==> src/rtl/cnn_accelerator.sv <==
`default_nettype none
// ============================================================================
// Module   : cnn_accelerator
// Brief    : Streaming box-kernel convolution (3x3 / 5x5 / 7x7) over a
//            49-deep pixel window, followed by a registered threshold
//            compare that drives a level-type detection flag.
// Revision : 1.0 - initial release
// ============================================================================
module cnn_accelerator #(
    parameter logic [13:0] THRESH_3 = 14'd0,
    parameter logic [13:0] THRESH_5 = 14'd0,
    parameter logic [13:0] THRESH_7 = 14'd0
) (
    input  logic       clk,
    input  logic       reset,
    input  logic [7:0] pixel_in,
    input  logic [1:0] kernel_size,
    output logic       detected
);

    localparam int WIN_DEPTH = 49;
    localparam int TAPS_3    = 9;
    localparam int TAPS_5    = 25;

    // Sample window; win[0] is the newest pixel.
    logic [7:0]  win [0:WIN_DEPTH-1];

    // The three kernel sizes are nested, so the sum is split into the
    // 3x3 core, the 5x5 ring and the 7x7 ring; larger kernels add rings.
    logic [13:0] sum_core;
    logic [13:0] sum_ring5;
    logic [13:0] sum_ring7;

    logic [13:0] sum_next;
    logic [13:0] thr_next;

    logic [13:0] sum_q;
    logic [13:0] thr_q;

    // Shift the newest pixel in every cycle; reset clears the whole window.
    always_ff @(posedge clk) begin
        if (!reset) begin
            for (int i = 0; i < WIN_DEPTH; i++) begin
                win[i] <= 8'd0;
            end
        end else begin
            win[0] <= pixel_in;
            for (int i = 1; i < WIN_DEPTH; i++) begin
                win[i] <= win[i-1];
            end
        end
    end

    // Partial sums of the nested tap regions (unit weights, zero-extended).
    always_comb begin
        sum_core  = 14'd0;
        sum_ring5 = 14'd0;
        sum_ring7 = 14'd0;
        for (int i = 0; i < TAPS_3; i++) begin
            sum_core = sum_core + {6'd0, win[i]};
        end
        for (int i = TAPS_3; i < TAPS_5; i++) begin
            sum_ring5 = sum_ring5 + {6'd0, win[i]};
        end
        for (int i = TAPS_5; i < WIN_DEPTH; i++) begin
            sum_ring7 = sum_ring7 + {6'd0, win[i]};
        end
    end

    // Select active tap count and matching threshold from the current size.
    // Code 11 is deliberately folded into the 3x3 case.
    always_comb begin
        sum_next = sum_core;
        thr_next = THRESH_3;
        case (kernel_size)
            2'b01: begin
                sum_next = sum_core + sum_ring5;
                thr_next = THRESH_5;
            end
            2'b10: begin
                sum_next = sum_core + sum_ring5 + sum_ring7;
                thr_next = THRESH_7;
            end
            default: begin
                sum_next = sum_core;
                thr_next = THRESH_3;
            end
        endcase
    end

    // Register sum and its threshold together, then compare one stage later.
    always_ff @(posedge clk) begin
        if (!reset) begin
            sum_q    <= 14'd0;
            thr_q    <= 14'd0;
            detected <= 1'b0;
        end else begin
            sum_q    <= sum_next;
            thr_q    <= thr_next;
            detected <= (sum_q > thr_q);
        end
    end

endmodule
`default_nettype wire

==> config.mk <==
export PLATFORM = sky130hd
export DESIGN_NAME = cnn_accelerator
export DESIGN_NICKNAME = d
export VERILOG_FILES = /design/src/rtl/cnn_accelerator.sv
export SDC_FILE = /design/constraint.sdc
export NUM_CORES = 1
export LEC_CHECK = 0
export CAP_MARGIN = 40
export CORE_MARGIN = 4
export CORE_UTILIZATION = 60
export DETAILED_ROUTE_END_ITERATION = 10
export DONT_BUFFER_PORTS = 1
export PLACE_DENSITY = 0.82
export SYNTH_ARGS = -nofsm -noshare
export SYNTH_HDL_FRONTEND = slang
export SYNTH_SLANG_ARGS = --single-unit
==> constraint.sdc <==
create_clock -name clk -period 14.6 [get_ports clk]
set_input_delay 1.46 -clock clk [delete_from_list [all_inputs] [get_ports clk]]
set_output_delay 1.46 -clock clk [all_outputs]
set_load 0.01 [all_outputs]
==> results.rst <==
.. list-table::
   :header-rows: 1

   * - Metric
     - Value
   * - Result of the run
     - completed
   * - Share of final-layout standard cells stronger than drive strength 1
     - 3.96%
   * - Prevailing post-synth register cell
     - dfxtp_1
   * - Gate count after technology mapping
     - 1890
   * - Category of cells accounting for the largest share of critical-path delay
     - adder cells
   * - Post-detail-place hpwl
     - 26800 um
   * - R2R Path Start
     - win[8][2]
   * - Residual overflow from global routing
     - 0
   * - Count of state elements after synthesis
     - 407
   * - Post-detailed-routing wire length
     - 35600 um
   * - Crit Path Category
     - reg2reg
   * - TritonCTS clock tree
     - yes
   * - Post-CTS Setup Repair Bufs
     - 0
   * - Resized Gates After CTS
     - 0
   * - Detailed router's first-iteration violation count
     - 376
   * - Destination of the worst register-to-register timing path
     - sum_q[10]
   * - Number of input and output port buffers inserted
     - 0
   * - Count of pins over their slew limit
     - 0
   * - Setup repair after global routing missed its margin
     - false
   * - Maximum clock insertion buffer count
     - 3
   * - DRC violation count after routing
     - 0
   * - Largest incremental delay on the critical path
     - 530 ps
   * - Slew HR
     - 53.9%
   * - Max Clock Skew
     - 20.3 ps
   * - Clock buffer count from CTS
     - 42
   * - Clock root buffer master
     - clkbuf_16
   * - Count of final hold-check violations
     - 0
   * - Placement-stage worst setup slack
     - 2200 ps
   * - Via count of the first global-routing pass
     - 13500
   * - Count of buffer and inverter cells on the critical path
     - 8
   * - Setup slack of the worst register-to-register path
     - 2120 ps
   * - Yosys synthesis warning count
     - 0
   * - Htree depth
     - 2
   * - Post-DR vias/cell
     - 4.88
   * - Net total in the final layout
     - 2332
   * - Netlist Area Pre-Place
     - 21400 sq um
   * - Number of clock sinks seen by CTS
     - 407
   * - Std-Cell Rows
     - 68
   * - Max_cap viols
     - 0
   * - Wire length of the first global-routing pass
     - 64400 um
   * - Min-delay src
     - win[11][3]
   * - Post-route setup TNS
     - 0 ps
   * - Mapped Nets
     - 2334
   * - Routability congestion estimate
     - 0.839
   * - Antenna cells
     - 0
   * - Final WS setup
     - 2120 ps
   * - Die X-Extent
     - 197 um
   * - Area contributors post-synth
     - dfxtp_1 38%, fa_1 33%, and2_1 9.0%, inv_1 8.0%, ha_1 4.7%
   * - Seq. cell area
     - 8150 sq um
   * - Detailed-router iteration count before antenna repair
     - 4
   * - Count of hold buffers inserted by post-cts repair
     - 0
   * - Count of flip-flops with a built-in enable after synthesis
     - 0
   * - Antenna violations before repair
     - 0
   * - CP Launch Type
     - register
   * - Number of top-level pins
     - 13
   * - Count of cells along the worst register-to-register path
     - 39
   * - Critical path required time
     - 15020 ps
   * - Hold Path End
     - win[12][3]
   * - Clock Latency Late Sink
     - 550 ps
   * - Wire per inst
     - 15.0 um
   * - Post-synthesis sequential area ratio
     - 38.1%
   * - Cell depth of the worst min-delay path
     - 2
   * - Effective utilization at floorplan
     - 61.3%
   * - Fraction of the cycle the final worst path needs
     - 85.5%
   * - Area share of the largest cell type after synthesis
     - 38.1%
   * - Combined area of the multi-input logic cells
     - 11400 sq um
   * - Top-count cell post-synth
     - inv_1
   * - Post-route ant nets
     - 0
   * - Via count of the routed design
     - 11600
   * - Netlist cell types
     - 43
   * - Leakage power
     - 0.0105 uW
   * - Area inside the core boundary
     - 34900 sq um
   * - Global-route total usage across every layer
     - 20.4%
   * - Syn avg cell area
     - 11.3 sq um
   * - HP Class
     - reg2reg
   * - Highest net fanout along the worst path
     - 4
   * - Power per standard cell area
     - 103 nW/um^2
   * - Top cells by count, synth
     - 454 x inv_1, 407 x dfxtp_1, 352 x fa_1, 309 x and2_1, 103 x nor2_1
   * - Total Die Area
     - 38700 sq um
   * - Peak VDD IR
     - 0.000154 V
   * - Fillcell total
     - 2470
   * - Critical-path cell with the highest stage delay
     - fa_1
   * - Worst-Margin Slew
     - 692 ps
   * - Critical Path Sink Type
     - register
   * - Shortest period the worst path allows
     - 12480 ps
   * - Clock slew at reported path FFs
     - 60 ps
   * - CP Data Arrival Time
     - 12900 ps
   * - Chip height
     - 197 um
   * - Library cell with the largest summed area after synthesis
     - dfxtp_1
   * - Final setup fails
     - 0
   * - Area growth from synthesis to final layout
     - 8.66%
   * - Cell mode on critical path
     - fa_1
   * - Pin count of the biggest net entering global routing
     - 317
   * - Achievable Freq
     - 80.2 MHz
   * - Async set-or-reset flop fraction in the synthesized netlist
     - 0%
sequential cells by signal, summed over array words and instances (netlist names):
register	cells
win	392
sum_q	14
detected	1
cell usage in the layout (no fill, tap or decap), drive strengths merged, types with 7 or more instances in the layout:
| cell type | n |
|---|---|
| inv | 457 |
| a21oi | 15 |
| a21o | 9 |
| ha | 80 |
| clkbuf | 64 |
| xor2 | 11 |
| o21a | 7 |
| dfxtp | 407 |
| a211oi | 8 |
| a221oi | 10 |
| fa | 352 |
| clkinv | 8 |
| o21ai | 13 |
| nor2 | 103 |
| and2 | 309 |
| xnor2 | 15 |
per-layer routing:
layer / vias up / global-route usage, % / wire, um
li1: 5475 / - / -
met1: 5841 / 25.4 / 14200
met2: 173 / 36.0 / 18700
met3: 94 / 3.85 / 1520
met4: 0 / 6.86 / 1280
met5: - / 0 / 0
through the flow:
step,area [sq um],std cells,util [%],total power (uW),hold WS (ps)
after global routing,23200,2376,66.6,2490,475
after floorplan,21400,1890,-,1270,434
after global placement,21800,2299,62.4,1300,439
after detailed placement,21800,2299,62.4,1310,451
final,23200,2376,66.6,2390,457
after CTS,23200,2376,66.6,2420,452
kinds of logic (layout without fill, tap and decap cells):
logic type / Yosys count / after routing / synth area share, %
buffers and inverters: 502 / 533 / 8.81
AND/OR/NAND/NOR: 438 / 438 / 11.5
adder cells (fa/ha/maj): 432 / 432 / 37.6
flip-flops: 407 / 407 / 38.1
AO/OA/AOI/OAI: 85 / 85 / 2.87
XOR/XNOR: 26 / 26 / 1.06
final cells by class:
| cell class | count | share of cell area, % |
|---|---|---|
| multi-input cells | 981 | 48.9 |
| flip-flops and latches | 407 | 35.1 |
| inverters | 455 | 7.35 |
| clock buffers | 64 | 5.53 |
| well taps | 455 | 2.45 |
| clock inverters | 13 | 0.716 |
| repair buffers | 1 | 0.0323 |
tightest hold or removal path: cells and delay by family, from the launching register on:
family                 cells  cell delay, ps
buffers and inverters      1              80
AND/OR/NAND/NOR            1              50
flip-flops                 1             300
power by group:
group | total [uW] | internal [uW] | switching [uW]
Sequential | 1120 | 1120 | 4.01
Clock | 1110 | 664 | 442
Combinational | 165 | 67.7 | 96.9
worst max-delay path by stage:
stage              start   endpoint  slack, ps  cells after the start
2_1_floorplan  win[2][2]  sum_q[10]       2860                     37
3_3_place_gp   win[2][2]  sum_q[10]       2410                     37
3_5_place_dp   win[8][2]  sum_q[10]       2200                     39
4_1_cts        win[2][2]  sum_q[10]       2130                     37
5_1_grt        win[8][2]  sum_q[10]       1690                     39
6_report       win[8][2]  sum_q[10]       2120                     39
(Power assumes the default switching activity.)
